$ cat config.mk
export PLATFORM = sky130hd
export DESIGN_NAME = i2c_byte_engine
export DESIGN_NICKNAME = d
export VERILOG_FILES = /design/src/rtl/i2c_byte_engine.sv
export SDC_FILE = /design/constraint.sdc
export NUM_CORES = 1
export LEC_CHECK = 0
export BUFFER_PORTS_ARGS = -buffer_cell sky130_fd_sc_hd__buf_2
export CORE_UTILIZATION = 62
export DETAILED_ROUTE_END_ITERATION = 10
export GPL_ROUTABILITY_DRIVEN = 0
export PLACE_DENSITY = 0.85
export SLEW_MARGIN = 20
export SYNTH_ARGS = -nofsm -noshare
export SYNTH_HDL_FRONTEND = slang
export SYNTH_SLANG_ARGS = --single-unit
$ cat constraint.sdc
create_clock -name clk -period 4 [get_ports clk]
set_input_delay 0.6 -clock clk [delete_from_list [all_inputs] [get_ports clk]]
set_output_delay 0.6 -clock clk [all_outputs]
set_load 0.02 [all_outputs]
$ cat src/rtl/i2c_byte_engine.sv
// I2C master bit/byte engine: START, STOP, byte write with ACK check and byte read with ACK/NACK.
// Optional slave clock stretching is enabled by defining CLOCK_STRETCH_EN.
module i2c_byte_engine #(
  parameter int CLK_DIV = 125
) (
  input  logic       clk,
  input  logic       resetn,
  input  logic       start,
  input  logic       stop,
  input  logic       wen,
  input  logic       ren,
  input  logic [7:0] tx_byte,
  input  logic       rd_nack,
  output logic [7:0] rx_byte,
  output logic       ack_err,
  output logic       busy,
  output logic       done,
  output logic       scl_oe,
  output logic       sda_oe,
  input  logic       scl_in,
  input  logic       sda_in
);

  typedef enum logic [2:0] {IDLE, START, STOP, WBIT, WACK, RBIT, RACK} state_t;

  localparam logic [15:0] DIV_M1 = 16'(CLK_DIV - 1);

  state_t      state, state_nxt;
  logic [1:0]  q, q_nxt;
  logic [2:0]  bcnt, bcnt_nxt;
  logic [15:0] cnt;
  logic [7:0]  tx_reg, tx_src;
  logic        nack_reg;
  logic        accept, tick, freeze, done_nxt;
  logic        scl_nxt, sda_nxt, wbit;

`ifdef CLOCK_STRETCH_EN
  assign freeze = (q == 2'd1 || q == 2'd2) && !scl_oe && !scl_in;
`else
  logic unused_scl_in;
  assign unused_scl_in = scl_in;
  assign freeze = 1'b0;
`endif

  assign accept = (state == IDLE) && (start || stop || wen || ren);
  assign tick   = (state != IDLE) && !freeze && (cnt == DIV_M1);

  always_comb begin
    state_nxt = state;
    q_nxt     = q;
    bcnt_nxt  = bcnt;
    done_nxt  = 1'b0;
    if (accept) begin
      q_nxt    = '0;
      bcnt_nxt = '0;
      if (start)     state_nxt = START;
      else if (stop) state_nxt = STOP;
      else if (wen)  state_nxt = WBIT;
      else           state_nxt = RBIT;
    end else if (tick) begin
      q_nxt = q + 2'd1;
      if (q == 2'd3) begin
        case (state)
          WBIT, RBIT: begin
            if (bcnt == 3'd7) state_nxt = (state == WBIT) ? WACK : RACK;
            else              bcnt_nxt  = bcnt + 3'd1;
          end
          default: begin
            state_nxt = IDLE;
            done_nxt  = 1'b1;
          end
        endcase
      end
    end
  end

  // Line levels are registered from the upcoming (state, quarter); IDLE holds the last levels.
  always_comb begin
    tx_src  = accept ? tx_byte : tx_reg;
    wbit    = tx_src[3'd7 - bcnt_nxt];
    scl_nxt = scl_oe;
    sda_nxt = sda_oe;
    case (state_nxt)
      START: begin
        sda_nxt = (q_nxt >= 2'd2);
        scl_nxt = (q_nxt == 2'd0) || (q_nxt == 2'd3);
      end
      STOP: begin
        sda_nxt = (q_nxt <= 2'd1);
        scl_nxt = (q_nxt == 2'd0);
      end
      WBIT: begin
        sda_nxt = ~wbit;
        scl_nxt = (q_nxt == 2'd0) || (q_nxt == 2'd3);
      end
      WACK, RBIT: begin
        sda_nxt = 1'b0;
        scl_nxt = (q_nxt == 2'd0) || (q_nxt == 2'd3);
      end
      RACK: begin
        sda_nxt = ~nack_reg;
        scl_nxt = (q_nxt == 2'd0) || (q_nxt == 2'd3);
      end
      default: ;
    endcase
  end

  always_ff @(posedge clk) begin
    if (!resetn) begin
      state    <= IDLE;
      q        <= '0;
      bcnt     <= '0;
      cnt      <= '0;
      tx_reg   <= '0;
      nack_reg <= 1'b0;
      scl_oe   <= 1'b0;
      sda_oe   <= 1'b0;
      busy     <= 1'b0;
      done     <= 1'b0;
      rx_byte  <= '0;
      ack_err  <= 1'b0;
    end else begin
      state  <= state_nxt;
      q      <= q_nxt;
      bcnt   <= bcnt_nxt;
      scl_oe <= scl_nxt;
      sda_oe <= sda_nxt;
      busy   <= (state_nxt != IDLE);
      done   <= done_nxt;
      if (accept || tick)
        cnt <= '0;
      else if (state != IDLE && !freeze)
        cnt <= cnt + 16'd1;
      if (accept) begin
        tx_reg   <= tx_byte;
        nack_reg <= rd_nack;
      end
      if (accept && state_nxt == WBIT)
        ack_err <= 1'b0;
      if (tick && q == 2'd2) begin
        if (state == WACK) ack_err <= sda_in;
        if (state == RBIT) rx_byte <= {rx_byte[6:0], sda_in};
      end
    end
  end

endmodule

* After elaboration in Yosys (flattened, before gate mapping)
Cells that the tools add are included.
Word-level totals: register bits after elaboration 46, input port bits 17, output and inout bits 13, logic and storage cells 84
Operators by class: $add $sub $neg 4, order comparisons 3, eq/ne operators 14, muxes and demuxes 25, bitwise operators 5, reduce and logical (&&, ||, !) cells 21
Operators by type and width (number):
- $mux 3 | 13
- $eq 3x3->1 const B | 6
- $add 16x1->16 const B | 1
- $eq 16x7->1 const B | 1
- $eq 3x2->1 const B | 3
- $mux 8 | 1
- $eq 2x2->1 const B | 3
- $mux 2 | 3
- $reduce_bool 3->1 | 2
- $reduce_or 2->1 | 3
- $logic_or 1x1->1 | 5
- $mux 1 | 5
- $not 1->1 | 5
- $pmux 1 s5 | 1
- $reduce_bool 5->1 | 1
- $reduce_or 5->1 | 1
- $logic_and 1x1->1 | 4
- $lt 3x4->1 const B | 1
- $reduce_or 4->1 | 1
- $add 3x1->3 const B | 1
- $bmux 1 s3 | 1
- $eq 3x1->1 const B | 1
- $logic_not 3->1 | 1
- $sub 3x3->3 const A | 1
- 7 further kinds | 7

* Depth between registers and ports, before layout
word-level depth 12, depth in mapped cells 12, depth with buffers taken out 11

* Worst setup path after synthesis
Ideal clock, no wire load.
kind register -> register, from register bcnt[0], to register sda_oe, setup time 0.132 ns, arrival time 2.047 ns, data required time 3.868 ns, slack 1.822 ns, cell stages (with the launch flop) 11, period minus slack after synthesis 2.178 ns, path through dfxtp_1 -> ha_1 -> a21boi_0 -> and4_4 -> and2_4 -> buf_6 -> mux2i_4 -> o2111ai_1 -> o311a_1 -> o311ai_1 -> a31oi_1
Between the ends: word-level cells in the longest chain between the ends 11, elaborated cells between the ends (all ways) 25, classes of those cells 2 x add/sub; 7 x eq/ne; 13 x mux; 1 x bitwise; 2 x reduce/logical
RTL lines:
- start: declaration | RTL line 30 | logic [2:0] bcnt, bcnt_nxt;
- start signal: assignment | RTL line 125 | bcnt <= bcnt_nxt;
- $add 3x1->3 / $eq 3x3->1 (equally long branches) | RTL line 66, 65
- $mux 3 | RTL line 65 | if (bcnt == 3'd7) state_nxt = (state == WBIT) ? WACK : RACK;
- $mux 3 | RTL line 63 | case (state)
- $mux 3 | RTL line 62 | if (q == 2'd3) begin
- $mux 3 | RTL line 60 | end else if (tick) begin
- $mux 3 | RTL line 53 | if (accept) begin
- $sub 3x3->3 | RTL line 80 | wbit = tx_src[3'd7 - bcnt_nxt];
- $bmux 1 s3 | RTL line 80
- $mux 1 (implied by the code) | RTL line 80
- $not 1->1 | RTL line 93 | sda_nxt = ~wbit;
- $pmux 1 s5 | RTL line 83 | case (state_nxt)
- end signal: assignment | RTL line 127 | sda_oe <= sda_nxt;
- end: declaration | RTL line 19 | output logic sda_oe,
Several ways; a longest one is shown, not always the timed one. The select of a mux whose other input is x is not followed. A chain may end at the register's enable or synchronous reset.

* Worst setup path after layout
from register state[0], to register scl_oe
Between the ends: word-level cells in the longest chain between the ends 10, elaborated cells between the ends (all ways) 27, classes of those cells 9 x eq/ne; 9 x mux; 9 x reduce/logical
RTL lines:
- start: declaration | RTL line 28 | state_t state, state_nxt;
- start signal: assignment | RTL line 123 | state <= state_nxt;
- $eq 3x2->1 | RTL line 63, 65
- $mux 2 | RTL line 65
- $mux 3 | RTL line 65
- $mux 3 | RTL line 63
- $mux 3 | RTL line 62
- $mux 3 | RTL line 60
- $mux 3 | RTL line 53
- $eq 3x2->1 (tied with other cells) | RTL line 83
- $reduce_or 5->1 (no line)
- $pmux 1 s2 / $reduce_bool 2->1 (equally long branches)
- end signal: assignment | RTL line 126 | scl_oe <= scl_nxt;
- end: declaration | RTL line 18 | output logic scl_oe,
Several ways; a longest one is shown, not always the timed one.

==> results.txt <==
status: finished, final reports clean
GRT Residual Overflow: 0
later-pin clock latency in the skew report: 300 ps
Peak VDD IR: 0.195 mV
Avg Cell Area, Syn: 8.76 sq um
sequential area share after synthesis: 0.384
worst-path cell chain: o311a_4 -> and3_1 -> a21oi_1 -> a311oi_1 -> inv_1 -> ha_1 -> o211ai_1 -> o311ai_1 -> nor2_1
CP required: 4240 ps
Worst path max stage delay: 580 ps
FF+latch count, synth: 46
post-route ant nets: 0
Fillers: 314
Clock Skews: 9.63 ps
R2R depth: 9
Net Sw Power: 0.306 mW
M1 wire length: 2.21 mm
Async SR Flop Fraction: 0
synth top area cells: dfxtp_1 (38%), nand2_1 (6.1%), nor2_1 (5.5%)
pin count of the biggest net entering global routing: 27
CP Depth: 9
crit path DAT: 2790 ps
1st-pass router iterations: 4
Tmin final: 2550 ps
R2R Path End: scl_oe
Logic pwr share: 0.205
crit path from: state[0]
crit path to: scl_oe
vias in the first global route: 1751
share of layout cells above drive strength 1: 0.163
Slowest cell on crit path: dfxtp_1
die area: 4130 sq um
critical path class: reg -> reg
CP max FO: 12
delay-heaviest family, CP: compound AO/OA/AOI/OAI gates
sw frac: 0.304
RSZ-0062 raised after global routing: no
initial antenna violation count: 0
die height: 64.2 um
routed wire length: 4.71 mm
drt drc: 0
final hold vios: 0
IO Count: 30
Lkg Pwr: 1.08 nW
final period utilization: 0.637
Cell Area, Synth: 2400 sq um
clk sinks: 46
area share of the largest cell type after synthesis: 0.384
share of power burned in registers: 0.506
antenna cells: 0
Mapped Cells: 274
Synth cell types: 50
DR WL met2: 2.12 mm
Port Buf Inserts: 28
# hold bufs at CTS: 0
core area: 3690 sq um
CTS tree: built
area grow syn2layout: 9.69%
internal power: 0.702 mW
postcts setup bufs: 0
CTS max path bufs: 2
Worst Path Buf+Inv: 1
DRT iter0 DRCs: 151
WHS: 464 ps
max reg flops: 16
Final #Nets: 323
Synth Net Count: 297
synth warn: 0
CTS resizes: 0
met3 WL: 322 um
most used flip-flop cell after synthesis: dfxtp_1
highest clock rate: 0.393 GHz
setup violators final: 0
clock-pin slew on the worst setup and hold paths: 80 ps
CTS buffer count: 5
Sum Neg Setup Slack: 0 ps
Hold WC Path Type: reg -> reg
first-pass GRT wire length: 7.82 mm
clock share of power: 0.289
final slew viol count: 0
Hold Path Depth: 2
initial core utilization: 0.651
post-detail-place hpwl: 3.27 mm
number of synthesized flops with an enable pin: 0
area leader, netlist: dfxtp_1
max cap viols: 0
cell row count: 22
Clock Tree Root: clkbuf_8
Slew @ Worst Pin: 654 ps
Slew Limit Headroom: 0.563
GRT Overall Usage: 0.243
area of the multi-input gates: 1390 sq um
uppermost routed layer: met4
worst reg2reg setup slack: 1450 ps
Worst setup EP type: register
DR vias/cell: 5.74
Layout Utilization: 0.714
Wirelength per Cell: 13.5 um
CP Launch Type: register
Vias: 2004
# H-tree levels: 2
PwrDens: 383 nW/um^2
Reg area: 921 sq um
worst r2r src: state[0]
die width: 64.2 um
-- worst min path at each step --
stage	startpoint	endpoint	slack (ps)
final	tx_reg[7]	tx_reg[7]	460
after global routing	tx_reg[7]	tx_reg[7]	480
after CTS	tx_reg[7]	tx_reg[7]	470
after detailed placement	tx_reg[7]	tx_reg[7]	460
after global placement	nack_reg	nack_reg	450
after floorplan	tx_reg[7]	tx_reg[7]	440
-- Yosys cell counts (all sizes together) (2+ instances only) --
cell type and count:
mux2i 10, xor2 13, nand4 3, o211ai 3
buf 6, and2 8, o311a 3, xnor2 4
nor4 2, nor2 35, a211oi 2, nand2 39
and3 7, inv 7, nand3 12, a21boi 11
dfxtp 46, a21oi 7, clkbuf 4, and4 4
a311oi 2, o21ai 4, nor2b 10, nand2b 2
nor3 6, a31oi 3, o311ai 2, ha 6
or3 3
-- power groups by stage --
stage	registers (mW)	logic, mW	clock network (mW)
2_1_floorplan	0.520	0.156	0
6_report	0.510	0.207	0.291
3_5_place_dp	0.520	0.206	0
5_1_grt	0.513	0.230	0.311
4_1_cts	0.509	0.206	0.294
3_3_place_gp	0.519	0.200	0
-- logic make-up after synthesis --
| family | share of synthesized area |
|---|---|
| buffers and inverters | 0.0386 |
| AOI/OAI and AO/OA | 0.155 |
| and+or+nand+nor | 0.275 |
| xor gates and xnor gates | 0.0698 |
| DFF | 0.384 |
| muxes | 0.0469 |
| adders and majority gates | 0.0313 |
-- cells in the final DEF (no fill, tap or decap), types with 3 or more instances in the layout --
cell type | netlist | routed
a21boi_0 | 11 | 11
a21oi_1 | 6 | 6
and2_1 | 6 | 6
and3_1 | 6 | 6
and4_1 | 3 | 3
buf_2 | 2 | 28
clkbuf_8 | 0 | 6
dfxtp_1 | 46 | 46
ha_1 | 6 | 6
inv_1 | 7 | 7
mux2i_1 | 9 | 9
nand2_1 | 39 | 39
nand3_1 | 12 | 12
nand4_1 | 3 | 3
nor2_1 | 35 | 35
nor2b_1 | 10 | 10
nor3_1 | 6 | 6
o211ai_1 | 3 | 3
o21ai_0 | 4 | 4
or3_1 | 3 | 3
xnor2_1 | 3 | 3
xor2_1 | 13 | 13
-- cell type report --
class                           instances  area share
Multi-Input combinational cell        211       0.527
Sequential cell                        46       0.350
Timing Repair Buffer                   29      0.0561
Clock buffer                            7      0.0328
Tap cell                               48      0.0228
Inverter                                7     0.00998
Clock inverter                          1     0.00190
-- stage by stage --
step	cells	area, sq um	power (mW)	worst slack, ps
after detailed placement	341	2540	0.726	1450
after global placement	341	2540	0.719	1540
after global routing	349	2630	1.05	1310
final	349	2630	1.01	1450
after floorplan	274	2400	0.676	1820
after CTS	349	2630	1.01	1520
-- layer usage --
layer	track usage	up-vias
li1	-	1014
met1	0.324	908
met2	0.392	77
met3	0.0464	5
met4	0.0833	0
met5	0	-
-- worst reg2reg max path, delay by kind of cell (launching register included) --
family | cells | cell delay [ps]
buffers and inverters | 1 | 100
DFF | 1 | 580
AOI/OAI and AO/OA | 5 | 1180
and+or+nand+nor | 2 | 340
adders and majority gates | 1 | 310
Note: power is estimated with default switching activity, not from simulation.
